<file path="src/rtl/rgu_pkg.sv">
// Shared types and constants for the reset generation sequencer.
package rgu_pkg;

  typedef enum logic [1:0] {
    IDLE    = 2'd0,
    STABLE  = 2'd1,
    RELEASE = 2'd2,
    RUN     = 2'd3
  } rgu_state_e;

  localparam int unsigned LOCK_CNT_W = 8;

  localparam int unsigned DEF_N_DOM           = 4;
  localparam int unsigned DEF_LOCK_STABLE_CYC = 16;
  localparam int unsigned DEF_STAGE_GAP_CYC   = 8;
  localparam int unsigned DEF_SW_RST_CYC      = 4;

  // Counter width able to hold 0..n-1, never narrower than one bit.
  function automatic int unsigned cnt_w(input int unsigned n);
    return (n <= 1) ? 1 : $clog2(n);
  endfunction

endpackage

</file>
<file path="src/rtl/rgu_sync2.sv">
// Two-flop synchronizer for a single asynchronous level, resets to 0.
module rgu_sync2 (
  input  logic clk,
  input  logic rst_n,
  input  logic d_i,
  output logic q_o
);

  logic meta_q;
  logic sync_q;

  always_ff @(posedge clk or negedge rst_n) begin
    if (!rst_n) begin
      meta_q <= 1'b0;
      sync_q <= 1'b0;
    end else begin
      meta_q <= d_i;
      sync_q <= meta_q;
    end
  end

  assign q_o = sync_q;

endmodule

</file>
<file path="src/rtl/rgu_seq.sv">
// Reset sequencer: waits for stable MMCM lock, releases domains in order,
// drops everything on lock loss and services per-domain software pulses.
module rgu_seq
  import rgu_pkg::*;
#(
  parameter int unsigned N_DOM           = DEF_N_DOM,
  parameter int unsigned LOCK_STABLE_CYC = DEF_LOCK_STABLE_CYC,
  parameter int unsigned STAGE_GAP_CYC   = DEF_STAGE_GAP_CYC,
  parameter int unsigned SW_RST_CYC      = DEF_SW_RST_CYC
) (
  input  logic                  sys_clk_i,
  input  logic                  por_rstn_i,
  input  logic                  locked_i,
  input  logic [N_DOM-1:0]      sw_rst_req_i,
  output logic [N_DOM-1:0]      dom_rstn_o,
  output logic                  rst_done_o,
  output logic [LOCK_CNT_W-1:0] lock_loss_cnt_o
);

  localparam int unsigned STB_W = cnt_w(LOCK_STABLE_CYC);
  localparam int unsigned GAP_W = cnt_w(STAGE_GAP_CYC);
  localparam int unsigned SW_W  = cnt_w(SW_RST_CYC + 1);

  logic locked_s;

  rgu_sync2 u_sync (
    .clk   (sys_clk_i),
    .rst_n (por_rstn_i),
    .d_i   (locked_i),
    .q_o   (locked_s)
  );

  rgu_state_e                  state_q, state_d;
  logic [STB_W-1:0]            stb_cnt_q, stb_cnt_d;
  logic [GAP_W-1:0]            gap_cnt_q, gap_cnt_d;
  logic [N_DOM-1:0][SW_W-1:0]  sw_cnt_q, sw_cnt_d;
  logic [N_DOM-1:0]            sw_req_q, sw_req_d;
  logic [N_DOM-1:0]            dom_rstn_q, dom_rstn_d;
  logic                        rst_done_q, rst_done_d;
  logic [LOCK_CNT_W-1:0]       loss_cnt_q, loss_cnt_d;
  logic [N_DOM-1:0]            next_rel;
  logic                        lock_loss_c;

  always_ff @(posedge sys_clk_i or negedge por_rstn_i) begin
    if (!por_rstn_i) begin
      state_q    <= IDLE;
      stb_cnt_q  <= '0;
      gap_cnt_q  <= '0;
      sw_cnt_q   <= '0;
      sw_req_q   <= '0;
      dom_rstn_q <= '0;
      rst_done_q <= 1'b0;
      loss_cnt_q <= '0;
    end else begin
      state_q    <= state_d;
      stb_cnt_q  <= stb_cnt_d;
      gap_cnt_q  <= gap_cnt_d;
      sw_cnt_q   <= sw_cnt_d;
      sw_req_q   <= sw_req_d;
      dom_rstn_q <= dom_rstn_d;
      rst_done_q <= rst_done_d;
      loss_cnt_q <= loss_cnt_d;
    end
  end

  // Released domains always form a contiguous run of ones from bit 0.
  assign next_rel    = (dom_rstn_q << 1) | N_DOM'(1);
  assign lock_loss_c = !locked_s && ((state_q == RELEASE) || (state_q == RUN));

  always_comb begin
    state_d    = state_q;
    stb_cnt_d  = stb_cnt_q;
    gap_cnt_d  = gap_cnt_q;
    sw_cnt_d   = sw_cnt_q;
    sw_req_d   = (state_q == RUN) ? sw_rst_req_i : '0;
    dom_rstn_d = dom_rstn_q;
    rst_done_d = rst_done_q;
    loss_cnt_d = loss_cnt_q;

    case (state_q)
      IDLE: begin
        dom_rstn_d = '0;
        rst_done_d = 1'b0;
        sw_cnt_d   = '0;
        if (locked_s) begin
          state_d   = STABLE;
          stb_cnt_d = '0;
        end
      end
      STABLE: begin
        if (!locked_s) begin
          state_d = IDLE;
        end else if (stb_cnt_q == STB_W'(LOCK_STABLE_CYC - 1)) begin
          gap_cnt_d  = '0;
          dom_rstn_d = N_DOM'(1);
          if (N_DOM == 1) begin
            state_d    = RUN;
            rst_done_d = 1'b1;
          end else begin
            state_d = RELEASE;
          end
        end else begin
          stb_cnt_d = stb_cnt_q + STB_W'(1);
        end
      end
      RELEASE: begin
        if (gap_cnt_q == GAP_W'(STAGE_GAP_CYC - 1)) begin
          gap_cnt_d  = '0;
          dom_rstn_d = next_rel;
          if (&next_rel) begin
            state_d    = RUN;
            rst_done_d = 1'b1;
          end
        end else begin
          gap_cnt_d = gap_cnt_q + GAP_W'(1);
        end
      end
      RUN: begin
        // Counter holds the remaining low cycles; a fresh request reloads it.
        for (int unsigned k = 0; k < N_DOM; k++) begin
          if (sw_req_q[k]) begin
            sw_cnt_d[k] = SW_W'(SW_RST_CYC);
          end else if (sw_cnt_q[k] != '0) begin
            sw_cnt_d[k] = sw_cnt_q[k] - SW_W'(1);
          end
          dom_rstn_d[k] = (sw_cnt_d[k] == '0);
        end
        rst_done_d = &dom_rstn_d;
      end
      default: state_d = IDLE;
    endcase

    // Lock loss overrides release progress and any software request.
    if (lock_loss_c) begin
      state_d    = IDLE;
      dom_rstn_d = '0;
      rst_done_d = 1'b0;
      sw_cnt_d   = '0;
      sw_req_d   = '0;
      loss_cnt_d = (&loss_cnt_q) ? loss_cnt_q : loss_cnt_q + LOCK_CNT_W'(1);
    end
  end

  assign dom_rstn_o      = dom_rstn_q;
  assign rst_done_o      = rst_done_q;
  assign lock_loss_cnt_o = loss_cnt_q;

endmodule

</file>
<file path="config.mk">
export PLATFORM = sky130hd
export DESIGN_NAME = rgu_seq
export DESIGN_NICKNAME = d
export VERILOG_FILES = /design/src/rtl/rgu_pkg.sv /design/src/rtl/rgu_sync2.sv /design/src/rtl/rgu_seq.sv
export SDC_FILE = /design/constraint.sdc
export NUM_CORES = 1
export LEC_CHECK = 0
export ABC_CLOCK_PERIOD_IN_PS = 3190
export BUFFER_PORTS_ARGS = -buffer_cell sky130_fd_sc_hd__buf_2
export CORE_MARGIN = 4
export CORE_UTILIZATION = 35
export DETAILED_ROUTE_END_ITERATION = 6
export PLACE_DENSITY = 0.51
export SLEW_MARGIN = 20
export SYNTH_ARGS = -nofsm -noshare
export SYNTH_HDL_FRONTEND = slang
export SYNTH_HIERARCHICAL = 1
export SYNTH_SLANG_ARGS = --single-unit
</file>
<file path="constraint.sdc">
create_clock -name sys_clk_i -period 3.19 [get_ports sys_clk_i]
set_input_delay 0.1595 -clock sys_clk_i [delete_from_list [all_inputs] [get_ports sys_clk_i]]
set_output_delay 0.1595 -clock sys_clk_i [all_outputs]
set_load 0.03 [all_outputs]
</file>
Word level (Yosys, flattened, before mapping)

Cells that the tools add are included.

Flip-flop bits (word level): 40
Bits in latches: 0
RAM bits: 0
ROM bits: 0
Input bits: 7
Output and inout port bits: 13
Logic and storage cells: 102
Memories kept: 0

Add/subtract/negate cells: 7
Multiply operators: 0
Divide/modulo/power cells: 0
Magnitude comparators: 0
Eq/ne operators: 15
Shift-type cells: 0
Mux-type cells: 40
Bitwise gates (word level): 1
Reductions and logical operators: 26

Operators by type and width:

| kind                | number |
|---|---|
| $mux 3              | 15 |
| $mux 4              | 9 |
| $pmux 12 s2         | 1 |
| $pmux 4 s4          | 1 |
| $reduce_bool 3->1   | 5 |
| $logic_not 3->1     | 4 |
| $mux 12             | 1 |
| $mux 2              | 6 |
| $ne 3x2->1 const B  | 4 |
| $reduce_and 3->1    | 4 |
| $sub 3x1->3 const B | 4 |
| $add 8x1->8 const B | 1 |
| $pmux 4 s2          | 1 |
| $reduce_and 4->1    | 2 |
| $reduce_and 8->1    | 1 |
| $reduce_bool 4->1   | 2 |
| $pmux 2 s3          | 1 |
| $pmux 3 s2          | 1 |
| $reduce_and 5->1    | 1 |
| $add 4x1->4 const B | 1 |
| $eq 2x2->1 const B  | 2 |
| $eq 4x4->1 const B  | 1 |
| $ne 2x1->1 const B  | 2 |
| $ne 2x2->1 const B  | 2 |
| other kinds (14)    | 17 |

Longest topological paths before layout

Word-level depth: 8
Mapped depth: 8
Depth with buffers taken out: 8

Hierarchy

The synthesis kept the hierarchy.

Modules (own cells, without submodules):

| module    | instances | cells an instance | area an instance (um^2) | sequential area each (um^2) |
|---|---|---|---|---|
| rgu_seq   | 1         | 225               | 2243.4                  | 950.9 |
| rgu_sync2 | 1         | 2                 | 50.0                    | 50.0 |

Worst setup path after synthesis

OpenSTA, ideal clock, no wires.

Path kind: register -> register
Start point: reg sw_cnt_q[6] (netlist name)
End point: reg rst_done_q (netlist: rst_done_o)
Data arrival time: 1801 ps
Path slack: 1311 ps
Cell stages (with the launch flop): 8
Buffers on the path: 0
Path through: dfrtp_1 inv_1 ha_1 ha_1 or3b_1 a2111oi_2 nand4_1 a21oi_1

Cells in the longest elaborated chain, start to end: 8
Elaborated cells on any way between the ends: 9
Those cells by class: 1 x add/sub; 5 x mux; 3 x reduce/logical

Ends and longest elaborated chain:

| item                                             | line                           | text |
|---|---|---|
| from (decl)                                      | rgu_seq.sv:36                  | `logic [N_DOM-1:0][SW_W-1:0] sw_cnt_q, sw_cnt_d;` |
| from (signal assigned)                           | rgu_seq.sv:58                  | `sw_cnt_q <= sw_cnt_d;` |
| $sub 3x1->3 or $reduce_bool 3->1 (tied branches) | rgu_seq.sv:124, rgu_seq.sv:123 |  |
| $mux 3 *                                         | rgu_seq.sv:123                 | `end else if (sw_cnt_q[k] != '0) begin` |
| $mux 3 *                                         | rgu_seq.sv:121                 | `if (sw_req_q[k]) begin` |
| $mux 3 *                                         | rgu_seq.sv:80                  | `case (state_q)` |
| $logic_not 3->1 *                                | rgu_seq.sv:126                 | `dom_rstn_d[k] = (sw_cnt_d[k] == '0);` |
| $reduce_and 4->1 *                               | rgu_seq.sv:128                 | `rst_done_d = &dom_rstn_d;` |
| $pmux 1 s3 *                                     | rgu_seq.sv:80                  |  |
| $mux 1 *                                         | rgu_seq.sv:134                 | `if (lock_loss_c) begin` |
| to (signal assigned)                             | rgu_seq.sv:61                  | `rst_done_q <= rst_done_d;` |
| to (decl)                                        | rgu_seq.sv:39                  | `logic rst_done_q, rst_done_d;` |

Mark *: on every way between the ends. The rest lies on a longest branch, timed or not. The select of a mux whose other input is x is not followed.
A chain may end at the register's enable or synchronous reset.

Worst setup path after layout

Start point: reg state_q[1]
End point: reg sw_cnt_q[0] (netlist name)

Cells in the longest elaborated chain, start to end: 4
Elaborated cells on any way between the ends: 8
Those cells by class: 2 x eq/ne; 2 x mux; 4 x reduce/logical

Ends and longest elaborated chain:

| item                                                          | line                         | text |
|---|---|---|
| from (decl)                                                   | rgu_seq.sv:33                | `rgu_state_e state_q, state_d;` |
| from (signal assigned)                                        | rgu_seq.sv:55                | `state_q <= state_d;` |
| $eq 2x2->1, on equally long branches                          | rgu_seq.sv:68, rgu_seq.sv:80 |  |
| $logic_or 1x1->1                                              | rgu_seq.sv:68                | `assign lock_loss_c = !locked_s && ((state_q == RELEASE) \|\| (state_q == RUN));` |
| $logic_and 1x1->1                                             | rgu_seq.sv:68                |  |
| $reduce_bool 3->1 (no source line) or $mux 12 (tied branches) | --                           |  |

Parallel ways exist; a longest one is shown, timed or not.

==> out/qor.csv <==
stage;metric;value;unit
timing;Worst-Margin Slew;0.8886;ns
synthesis;share of flip-flops with an asynchronous set or reset;100.0;%
synthesis;Area contributors post-synth;dfrtp_1 (44%), ha_1 (11%), a22o_1 (4.6%), inv_1 (3.9%), nor2_1 (3.1%);
synthesis;syn nets;254;
critical_path;Crit. End Element;flip-flop;
route;Post-DRT Antenna Nets;0;
floorplan;Core Area;6350;um^2
critical_path;Crit Path Max Fanout;16;
timing;Min Hold Slack;-0.01436;ns
timing;setup TNS;0;ns
global_route;grt total ovfl;0;
route;Total Wirelength;4.493;mm
place;GP Congestion;0.7517;
hold_path;Hold Crit Class;in2async;
floorplan;Die W;88.95;um
critical_path;critical path arrival;2.35;ns
critical_path;reg-to-reg endpoint;sw_cnt_q[0];
timing;achievable frequency;0.4721;GHz
synthesis;cell count after synthesis;227;
global_route;global-route wire length before repair;8.010;mm
pwr;Design Power;1.704;mW
critical_path;FF-to-FF path depth;5;
timing;Slew headroom;40.76;%
place;I/O Buffers;19;
timing;setup violators final;0;
synthesis;Mapped Area;2293;um^2
synthesis;Syn. warnings;6;
clock_tree;post-CTS resize count;0;
floorplan;row count;29;
global_route;antenna violations before repair;0;
synthesis;Post-synth top cells;dfrtp_1 (40), inv_1 (24), ha_1 (20), nor2_1 (19), a22o_1 (12);
synthesis;Yosys top cell area share;43.64;%
clock_tree;H-tree Lvls;2;
run_status;outcome;complete, but fails checks;
synthesis;post-synthesis sequential area ratio;43.64;%
critical_path;reg2reg setup slack;1.07;ns
critical_path;WS Path Type;reg2reg;
clock_tree;CTS tree;built;
timing;fin crit period;2.118;ns
route;DRC;0;
layout;fill count;623;
timing;fin crit share;66.40;%
floorplan;I/O pin count;20;
critical_path;crit start category;flip-flop;
layout;Area Growth Syn to Fin;12.44;%
floorplan;Die ar.;7912;um^2
run_status;violated checks;hold timing;
clock_tree;CTS Buf Count;5;
pwr;highest ir drop seen on vdd;0.2817;mV
global_route;vias in the first global route;1660;
route;drt initial violations;85;
synthesis;Primary FF master, synth;dfrtp_1;
synthesis;most common cell in the synthesized netlist;dfrtp_1;
timing;unrepaired setup endpoints after global routing;false;
place;post-DP HPWL;3.201;mm
critical_path;reg2reg start;state_q[1];
clock_tree;root buffer selected by CTS;clkbuf_8;
clock_tree;clk sinks;40;
clock_tree;Worst-path clk slew;0.08;ns
route;DR vias;1663;
floorplan;DIE HEIGHT;88.95;um
timing;fin. max-slew vios;0;
timing;Fin. Hold Viols;29;
pwr;power per cell area;660.9;nW/um^2
layout;antenna cells;0;
timing;Clock Skews;0.007458;ns
clock_tree;maximum clock path buffer count;2;
run;MaxCap Viol Count;0;
global_route;Total GRT Usage;12.87;%
synthesis;number of synthesized flops with an enable pin;0;
layout;share of cells above drive strength 1;13.65;%
route;DR pass1 iterations;4;
synthesis;Synth cell types;46;
layout;Nets;275;
synthesis;area leader, netlist;dfrtp_1;
route;Via density;5.101;
floorplan;initial core utilization;36.12;%
synthesis;Avg Inst Size Synth;10.10;um^2
global_route;largest net degree at the start of global routing;41;
clock_tree;worst skew pair latency;0.29;ns
route;Wirelength per Cell;13.78;um
critical_path;WP data required;3.42;ns
synthesis;Seq cells post-synth;40;
pwr;Leakage;1.310;nW
[per-stage QoR]
stage / setup WS (ns) / area, um^2 / hold slack [ns] / utilization (%) / instances
floorplan: 1.311 / 2293 / -0.1361 / - / 227
global placement: 1.079 / 2461 / 0.2679 / 38.76 / 317
detailed placement: 1.041 / 2461 / 0.2696 / 38.76 / 317
CTS: 1.016 / 2579 / 0.03481 / 40.61 / 326
global route: 0.8608 / 2579 / 0.07605 / 40.61 / 326
finish: 1.072 / 2579 / -0.01436 / 40.61 / 326
[worst max path at each step]
stage | startpoint | end | slack [ns]
finish | state_q[1] | sw_cnt_q[0] | 1.07
global route | state_q[0] | sw_cnt_q[1] | 0.86
CTS | state_q[1] | sw_cnt_q[0] | 1.02
detailed placement | state_q[1] | sw_cnt_q[10] | 1.04
global placement | state_q[1] | sw_cnt_q[1] | 1.08
floorplan | sw_cnt_q[6] | rst_done_o | 1.31
[power breakdown]
group / total [mW] / switching, mW / internal [mW]
registers: 0.668 / 0.0848 / 0.583
logic: 0.627 / 0.391 / 0.235
clock network: 0.410 / 0.178 / 0.232
[area by class of cell]
class                      instances  area, um^2  share of cell area (%)
tap                               77       96.34                   3.736
inverter                          24       90.09                   3.493
clock buffer                       6       72.57                   2.814
clock inverter                     2       35.03                   1.359
multi-input combinational        157        1179                   45.71
sequential                        40        1001                   38.82
timing repair buffer              20       105.1                   4.076
[sequential cells by signal, summed over array words and instances, names as in the netlist]
signal	flops
stb_cnt_q	4
gap_cnt_q	3
u_sync/q_o	1
sw_cnt_q	12
rst_done_o	1
u_sync/meta_q	1
dom_rstn_o	4
sw_req_q	4
lock_loss_cnt_o	8
state_q	2
[metal layers]
metal / routed length [um] / track usage, % / up-vias
li1: - / - / 848
met3: 182 / 3.318 / 5
met4: 63 / 4.060 / 0
met1: 2339 / 18.28 / 786
met2: 1909 / 19.23 / 24
met5: 0 / 0 / -
[critical path, stage by stage, from the launching register on]
cell,delay (ns)
dfrtp_1,0.44
ha_1,0.40
o21bai_2,0.34
nor3b_2,0.60
a21o_1,0.17
a21o_1,0.11
[cells in the final DEF (no fill, tap or decap), types with 6 or more instances in the layout]
master	n
a21oi_1	7
a21o_1	6
a22o_1	12
inv_1	24
nand2_1	10
ha_1	20
buf_2	19
dfrtp_1	40
o21ai_0	9
nor2_1	19
[cell families (layout without fill, tap and decap cells)]
kind of cell / Yosys count / in the layout / share of synthesized area [%]
fa+ha+maj: 20 / 20 / 10.91
flops: 40 / 40 / 43.64
buf+inv: 30 / 52 / 4.965
simple gates: 69 / 69 / 16.75
xor+xnor: 8 / 8 / 3.055
compound gates: 55 / 55 / 18.33
mux: 5 / 5 / 2.346
[timing repair]
action,CTS,global route
hold buffers,1,0
buffers inserted,0,0
hold endpoints to repair,1,0
No activity file was read; power rests on OpenSTA's default activity.
